===== config.mk =====
export PLATFORM = sky130hd
export DESIGN_NAME = fir_run_controller_flat
export DESIGN_NICKNAME = d
export VERILOG_FILES = /design/src/rtl/fir_run_controller_if.sv /design/src/rtl/fir_run_controller.sv /design/src/flat_wrapper.sv
export SDC_FILE = /design/constraint.sdc
export NUM_CORES = 1
export LEC_CHECK = 0
export CORE_ASPECT_RATIO = 0.75
export CORE_MARGIN = 2
export CORE_UTILIZATION = 25
export CTS_CLUSTER_SIZE = 16
export DETAILED_ROUTE_END_ITERATION = 10
export SYNTH_ARGS = -nofsm -noshare
export SYNTH_HDL_FRONTEND = slang
export SYNTH_SLANG_ARGS = --single-unit

===== constraint.sdc =====
create_clock -name CLOCK_50 -period 4.4 [get_ports CLOCK_50]
set_input_delay 0.66 -clock CLOCK_50 [delete_from_list [all_inputs] [get_ports CLOCK_50]]
set_output_delay 0.66 -clock CLOCK_50 [all_outputs]
set_load 0.1 [all_outputs]

===== src/rtl/fir_run_controller_if.sv =====
// Handshake and status bundle between the run controller and the FIR datapath.
//   dp_ack        : datapath has consumed the current sample request
//   dp_clr        : one-cycle clear of the datapath registers
//   smp_req       : sample request, held until dp_ack
//   running       : controller is in a clear/run/wait phase
//   done          : sample limit reached for this run
//   sample_count  : samples acknowledged in the current run
interface fir_run_controller_if #(
  parameter int unsigned CNT_W = 35
);
  logic             dp_ack;
  logic             dp_clr;
  logic             smp_req;
  logic             running;
  logic             done;
  logic [CNT_W-1:0] sample_count;

  modport master (
    input  dp_ack,
    output dp_clr, smp_req, running, done, sample_count
  );

  modport slave (
    output dp_ack,
    input  dp_clr, smp_req, running, done, sample_count
  );
endinterface


===== src/rtl/fir_run_controller.sv =====
// Run/stop sequencer for the FIR / moving-average datapath.
// Debounces the active-low toggle key, clears the datapath on start, paces
// sample requests every SAMPLE_DIV clocks and counts acknowledged samples.
// Ports:
//   CLOCK_50   : system clock, posedge
//   reset      : asynchronous, active-high
//   toggleBtn  : raw active-low key, asynchronous to CLOCK_50
//   bus        : datapath handshake and status (master side)
module fir_run_controller #(
  parameter int unsigned DEB_CYCLES  = 500000,
  parameter int unsigned SAMPLE_DIV  = 50,
  parameter int unsigned MAX_SAMPLES = 0,
  parameter int unsigned CNT_W       = 35
) (
  input  logic                    CLOCK_50,
  input  logic                    reset,
  input  logic                    toggleBtn,
  fir_run_controller_if.master    bus
);

  localparam int unsigned DEB_W = $clog2(DEB_CYCLES + 1);
  localparam int unsigned DIV_W = $clog2(SAMPLE_DIV);

  typedef enum logic [2:0] {IDLE, CLEAR, RUN, WAIT, DONE} state_t;

  logic             key_meta;
  logic             key_sync;
  logic             key_level;
  logic [DEB_W-1:0] deb_cnt;
  logic             press;

  state_t           state, state_n;
  logic [DIV_W-1:0] div, div_n;
  logic [CNT_W-1:0] count, count_n;
  logic             stop_pending, stop_pending_n;
  logic             dp_clr_q, smp_req_q, running_q, done_q;

  // Key synchroniser and debouncer; press fires only on a debounced 1->0.
  always_ff @(posedge CLOCK_50 or posedge reset) begin
    if (reset) begin
      key_meta  <= 1'b1;
      key_sync  <= 1'b1;
      key_level <= 1'b1;
      deb_cnt   <= '0;
      press     <= 1'b0;
    end else begin
      key_meta <= toggleBtn;
      key_sync <= key_meta;
      press    <= 1'b0;
      if (key_sync == key_level) begin
        deb_cnt <= '0;
      end else if (deb_cnt == DEB_W'(DEB_CYCLES - 1)) begin
        deb_cnt   <= '0;
        key_level <= key_sync;
        press     <= key_level;
      end else begin
        deb_cnt <= deb_cnt + DEB_W'(1);
      end
    end
  end

  // State and output registers; outputs are decoded from the next state.
  always_ff @(posedge CLOCK_50 or posedge reset) begin
    if (reset) begin
      state        <= IDLE;
      div          <= '0;
      count        <= '0;
      stop_pending <= 1'b0;
      dp_clr_q     <= 1'b0;
      smp_req_q    <= 1'b0;
      running_q    <= 1'b0;
      done_q       <= 1'b0;
    end else begin
      state        <= state_n;
      div          <= div_n;
      count        <= count_n;
      stop_pending <= stop_pending_n;
      dp_clr_q     <= (state_n == CLEAR);
      smp_req_q    <= (state_n == WAIT);
      running_q    <= (state_n == CLEAR) || (state_n == RUN) || (state_n == WAIT);
      done_q       <= (state_n == DONE);
    end
  end

  // Next-state logic; a finished run takes precedence over a pending stop.
  always_comb begin
    state_n        = state;
    div_n          = div;
    count_n        = count;
    stop_pending_n = stop_pending;
    case (state)
      IDLE: begin
        if (press) state_n = CLEAR;
      end
      CLEAR: begin
        count_n        = '0;
        div_n          = '0;
        stop_pending_n = 1'b0;
        state_n        = RUN;
      end
      RUN: begin
        if (press) begin
          state_n = IDLE;
        end else if (div == DIV_W'(SAMPLE_DIV - 1)) begin
          div_n   = '0;
          state_n = WAIT;
        end else begin
          div_n = div + DIV_W'(1);
        end
      end
      WAIT: begin
        if (press) stop_pending_n = 1'b1;
        if (bus.dp_ack) begin
          count_n = count + CNT_W'(1);
          if ((MAX_SAMPLES != 0) && (count_n == CNT_W'(MAX_SAMPLES))) begin
            state_n = DONE;
          end else if (stop_pending || press) begin
            stop_pending_n = 1'b0;
            state_n        = IDLE;
          end else begin
            state_n = RUN;
          end
        end
      end
      DONE: begin
        if (press) state_n = CLEAR;
      end
      default: state_n = IDLE;
    endcase
  end

  assign bus.dp_clr       = dp_clr_q;
  assign bus.smp_req      = smp_req_q;
  assign bus.running      = running_q;
  assign bus.done         = done_q;
  assign bus.sample_count = count;

endmodule

===== src/flat_wrapper.sv =====
// flat-port wrapper written by rule: the top's interface ports become plain ports
module fir_run_controller_flat 
#(
  parameter int unsigned DEB_CYCLES  = 500000,
  parameter int unsigned SAMPLE_DIV  = 50,
  parameter int unsigned MAX_SAMPLES = 0,
  parameter int unsigned CNT_W       = 35
)
  (CLOCK_50, reset, toggleBtn, bus_dp_ack, bus_dp_clr, bus_smp_req, bus_running, bus_done, bus_sample_count);
  fir_run_controller_if #(.CNT_W(CNT_W)) bus_i ();
  input  logic CLOCK_50;
  input  logic reset;
  input  logic toggleBtn;
  input wire logic [$bits(bus_i.dp_ack)-1:0] bus_dp_ack;
  output wire logic [$bits(bus_i.dp_clr)-1:0] bus_dp_clr;
  output wire logic [$bits(bus_i.smp_req)-1:0] bus_smp_req;
  output wire logic [$bits(bus_i.running)-1:0] bus_running;
  output wire logic [$bits(bus_i.done)-1:0] bus_done;
  output wire logic [$bits(bus_i.sample_count)-1:0] bus_sample_count;
  assign bus_i.dp_ack = bus_dp_ack;
  assign bus_dp_clr = bus_i.dp_clr;
  assign bus_smp_req = bus_i.smp_req;
  assign bus_running = bus_i.running;
  assign bus_done = bus_i.done;
  assign bus_sample_count = bus_i.sample_count;
  fir_run_controller #(.DEB_CYCLES(DEB_CYCLES), .SAMPLE_DIV(SAMPLE_DIV), .MAX_SAMPLES(MAX_SAMPLES), .CNT_W(CNT_W)) u_core (.CLOCK_50(CLOCK_50), .reset(reset), .toggleBtn(toggleBtn), .bus(bus_i));
endmodule

# After elaboration in Yosys (flattened, before gate mapping)
# Cells that the tools add are included.
# W data, S select, Z words.
[op_classes]
eq_ne = 13
n_bitwise = 1
n_reduce_logical = 10
muxes = 19
n_addsub = 3
[ops]
columns = ["operator", "count"]
rows = [
  ["$pmux W35 S2", 1],
  ["$mux W19", 2],
  ["$add A35 B1 Y35 const B", 1],
  ["$mux W35", 1],
  ["$add A19 B1 Y19 const B", 1],
  ["$eq A19 B19 Y1 const B", 1],
  ["$eq A3 B2 Y1 const B", 4],
  ["$mux W3", 4],
  ["$mux W6", 2],
  ["$pmux W3 S4", 1],
  ["$pmux W6 S2", 1],
  ["$add A6 B1 Y6 const B", 1],
  ["$eq A3 B1 Y1 const B", 2],
  ["$eq A3 B3 Y1 const B", 2],
  ["$eq A6 B6 Y1 const B", 1],
  ["$reduce_and A2 Y1", 3],
  ["$mux W1", 5],
  ["$ne A2 B2 Y1 const B", 2],
  ["$reduce_bool A2 Y1", 2],
  ["$logic_not A3 Y1", 1],
  ["$logic_or A1 B1 Y1", 3],
  ["$mux W2", 1],
  ["$pmux W1 S2", 1],
  ["$reduce_or A2 Y1", 1],
  ["2 further kinds", 2],
]
[word_totals]
ff_bits = 72
out_inout_bits = 39

# Longest topological paths before layout
[depth]
depth_word = 7
depth_mapped = 7

# Least setup slack after synthesis
# No wires, ideal clock.
[synth_timing]
path_kind = "flip-flop to flip-flop"
from = "register u_core.count[9] (netlist: u_core.bus.sample_count[9])"
to = "register u_core.count[33] (netlist: u_core.bus.sample_count[33])"
required_time_ns = 4.322
slack_ns = 1.902
t_arrival_ns = 2.420
stages_incl_launch_ff = 6
period_less_slack_ns = 2.498
setup_time_ns = 0.078
path_cell_list = "dfrtp_1 nand4_1 nor3_4 nand4_1 or4_1 a21oi_1"
[synth_via]
elab_chain_cells = 3
[synth_rtl]
columns = ["item", "line", "text"]
rows = [
  ["start, declared", "fir_run_controller.sv:34", "logic [CNT_W-1:0] count, count_n;"],
  ["start signal, assigned", "fir_run_controller.sv:76", "count <= count_n;"],
  ["$add A35 B1 Y35", "fir_run_controller.sv:114", "count_n = count + CNT_W'(1);"],
  ["$mux W35", "fir_run_controller.sv:113", "if (bus.dp_ack) begin"],
  ["$pmux W35 S2", "fir_run_controller.sv:91", "case (state)"],
]
# Every way passes these cells. The select of a mux whose other input is x is not followed.
# A chain may end at the register's enable or synchronous reset.

# Final worst setup path
[layout_timing]
from = "register u_core.count[3] (netlist: u_core.bus.sample_count[3])"
to = "output port bus_sample_count[3]"
[layout_rtl]
columns = ["item", "line", "text"]
rows = [
  ["end, declared", "flat_wrapper.sv:19", "output wire logic [$bits(bus_i.sample_count)-1:0] bus_sample_count;"],
]
# No word-level cell between the ends.

==> implementation parameters <==
Parameter                              Value

Logic synthesis
  Post-synthesis net count ... roughly 370
  Most frequent cell after synthesis ... dfrtp_1
  Share of synthesized flip-flops with an asynchronous set or reset ... 100%
  Share of synthesized area occupied by flip-flops and latches ... 51.7%
  Adder-cell share of the synthesized area ... 1.43%
  Most numerous cell types in the synthesized netlist ... dfrtp_1, nor2_1, nand2_1
  Number of flip-flops and latches in the synthesized netlist ... 72
  Cell Area, Synth ... about 0.0035 sq mm
  Combinational family with the most area after synthesis ... simple AND/OR/NAND/NOR gates
  Post-synthesis share of cell area spent on and, or, nand and nor gates ... 27.8%
  Area share of the largest cell type after synthesis ... 49.4%
  Synth Warn # ... 0
  Cells after Synth ... 361
  Synthesized-area fraction occupied by ao, oa, aoi and oai cells ... 7.49%
  Largest cells by area after synthesis ... dfrtp_1, xor2_1, nor2_1
  Synthesized-area fraction occupied by xor and xnor cells ... 9.28%
  Leading register cell type out of synthesis ... dfrtp_1
  Number of enable-type register cells in the synthesized netlist ... 0
  Average footprint of a synthesized cell ... 9.67 sq um
  Top cell type by total area after synthesis ... dfrtp_1
  Mux share of post-synthesis cell area ... 0.609%
  Cell variety after synth ... 37

Min path
  Tightest Hold Check Type ... reg2reg

Clock tree
  Post-CTS resize count ... 0
  TritonCTS clock tree ... done
  TritonCTS Buffers ... 9
  H-tree levels ... 3
  Clock slew at reported path FFs ... about 60 ps
  Clock Path Buffers ... 2
  Cell chosen for the clock root ... clkbuf_16
  Clock network latency to the later pin of the worst-skew pair ... 330 ps
  Clock sink total ... a little over 70
  Count of hold buffers inserted by post-cts repair ... 0
  Post-CTS setup buffer count ... 0

Timing
  Worst slew pin tran ... 981 ps
  Final number of hold-violating endpoints ... 0
  Max Clk Rate ... 373 MHz
  Max-slew headroom ... 34.4%
  Unrepaired setup endpoints after global routing ... no
  Skew final ... about 7.5 ps
  Tcrit/Tclk final ... 61.0%
  Post-route worst hold slack ... 358 ps
  Pins over their slew limit ... 0
  Post-route worst setup slack ... around 1700 ps
  Setup_tns ... 0 ps
  Clock period minus worst slack ... 2680 ps
  Final setup fails ... 0

Setup path
  Category of the worst setup path launch point ... register
  Type of the worst setup path ... reg2out
  Crit-path cells ... clkdlybuf4s50_1
  Critical Path RT ... 3740 ps
  Buffers plus inverters on the worst setup path ... 1
  Worst endpoint data arrival time ... 2020 ps
  Slowest cell on crit path ... clkdlybuf4s50_1
  Type of destination of the critical path ... primary output
  Biggest fanout along the worst timing path ... 8
  Max stage delay on crit path ... ~1200 ps
  Kind of cell adding the most delay to the critical path ... buffers and inverters

Floorplanning
  # IOs ... 43
  Die footprint ... 0.0149 sq mm
  Chip height ... ~110 um
  FP Rows ... 37
  Die W ... between 100 and 150 um
  Starting utilization of the core area ... 25.5%
  Std-Cell Core Area ... 0.0137 sq mm

Placement
  Post-Place Setup Slack ... 1640 ps
  Input/output buffers ... between 40 and 50
  Final GP Congestion ... 0.789
  Placed Instance Area ... roughly 0.0041 sq mm
  HPWL reported at the end of detailed placement ... around 5600 um

Routing
  Total via count in the routed design ... between 2000 and 3000
  Sum of routed wire length over all layers ... 7880 um
  Average routed wire per standard cell ... 13.4 um
  First drt pass iteration count ... 5
  # DRC ... 0
  DRT antenna net count ... 0
  Number of violations reported at the end of detailed-routing iteration 0 ... 127
  Routed vias/inst ... 4.74

Power
  Maximum resistive drop on vdd ... roughly 0.16 mV
  Leak ... 0.00185 uW
  Power per standard cell area ... 308 mW/mm^2

Finish
  FILL cells ... 1424
  Layout overhead on the synthesized area ... 25.6%
  Antenna diode count ... 0
  Cell area after layout ... 0.00439 sq mm
  Total number of nets in the final design ... 417
  Proportion of layout cells with a drive suffix above 1 ... 6.76%
  Share of the core filled with cells in the final layout ... 32.0%

Global route
  Number of global-route vias before repair ... 2749
  First-pass GRT wire length ... 13900 um
  Initial antenna violation count ... 0
  GRT Total Usage ... 11.5%
  Overflow left after global routing ... 0
  Pin count of the biggest net entering global routing ... 45

Run status
  Status ... finished, final reports clean

Flow run
  Number of violations of the max-capacitance limit ... 0
==> layout by cell type, fill, tap and decap left out, types with 5 or more instances in the layout <==
cell	instances
a21oi_1	15
clkdlybuf4s50_1	42
nor2_1	51
xnor2_1	9
nand2_1	30
nand3_1	19
clkbuf_16	9
nand4_1	25
and3_1	14
o21ai_0	19
xor2_1	28
nor3_1	8
or3_1	12
nand2b_1	5
dfrtp_1	69
and4_1	5
inv_1	7
==> worst register-to-register path, cell delays in order, from the launching register on <==
cell and delay, ps:
dfrtp_1 450, nand2b_4 210, nor3_4 410, nand4_1 250
or4_1 510, a21oi_1 170
==> power breakdown <==
part	switching [uW]	internal [uW]	total [uW]
combinational	19.8	6.38	26.2
sequential	3.08	666	669
clock	273	380	653
==> worst paths after layout <==
kind,slack [ps],start,cells after the start,end
min in group asynchronous,850,reset,2,u_core.deb_cnt[16]$_DFF_PP0_
worst max-delay path,1720,u_core.bus.sample_count[3]$_DFFE_PP0P_,1,bus_sample_count[3]
worst max register to register,2320,u_core.state[2]$_DFF_PP0_,5,u_core.bus.sample_count[33]$_DFFE_PP0P_
max in group asynchronous,2610,reset,3,u_core.div[1]$_DFFE_PP0P_
worst min-delay path,360,u_core.key_meta$_DFF_PP1_,0,u_core.key_sync$_DFF_PP1_
worst min register to register,360,u_core.key_meta$_DFF_PP1_,0,u_core.key_sync$_DFF_PP1_
==> per-layer routing <==
| layer | wire length [um] | share of wire [%] | GRT usage (%) | vias to the layer above |
|---|---|---|---|---|
| li1 | - | - | - | 1378 |
| met1 | 3950 | 50 | 15.6 | 1359 |
| met2 | 3540 | 45 | 17.7 | 45 |
| met3 | 303 | 3.8 | 3.69 | 7 |
| met4 | 92 | 1.2 | 3.29 | 0 |
| met5 | 0 | 0 | 0 | - |
==> area by class of cell <==
cell class	count	area, sq um	share of cell area (%)
clock inverters	5	33.8	0.770
repair buffers	44	435	9.93
inverters	8	30.0	0.685
flip-flops and latches	72	1810	41.2
well taps	175	219	4.99
multi-input cells	274	1630	37.1
clock buffers	11	233	5.31
==> per-stage QoR <==
step	total power, uW	instances
finish	1350	589
global route	1400	589
CTS	1380	589
detailed placement	709	573
global placement	708	573
floorplan	698	361
==> cell families after synthesis <==
logic type	Yosys count
XOR/XNOR	37
flip-flops	72
AND/OR/NAND/NOR	186
AO/OA/AOI/OAI	45
multiplexers	2
adder cells (fa/ha/maj)	4
buffers and inverters	15
==> registers in the layout (all words and copies together), names as in the netlist <==
| signal | flops |
|---|---|
| u_core.bus.sample_count | 35 |
| u_core.deb_cnt | 19 |
| u_core.div | 6 |
| u_core.state | 3 |
| u_core.bus.done | 1 |
| u_core.bus.dp_clr | 1 |
| u_core.bus.running | 1 |
| u_core.bus.smp_req | 1 |
| u_core.key_level | 1 |
| u_core.key_meta | 1 |
| u_core.key_sync | 1 |
| u_core.press | 1 |
| u_core.stop_pending | 1 |
Note: power is estimated with default switching activity, not from simulation.
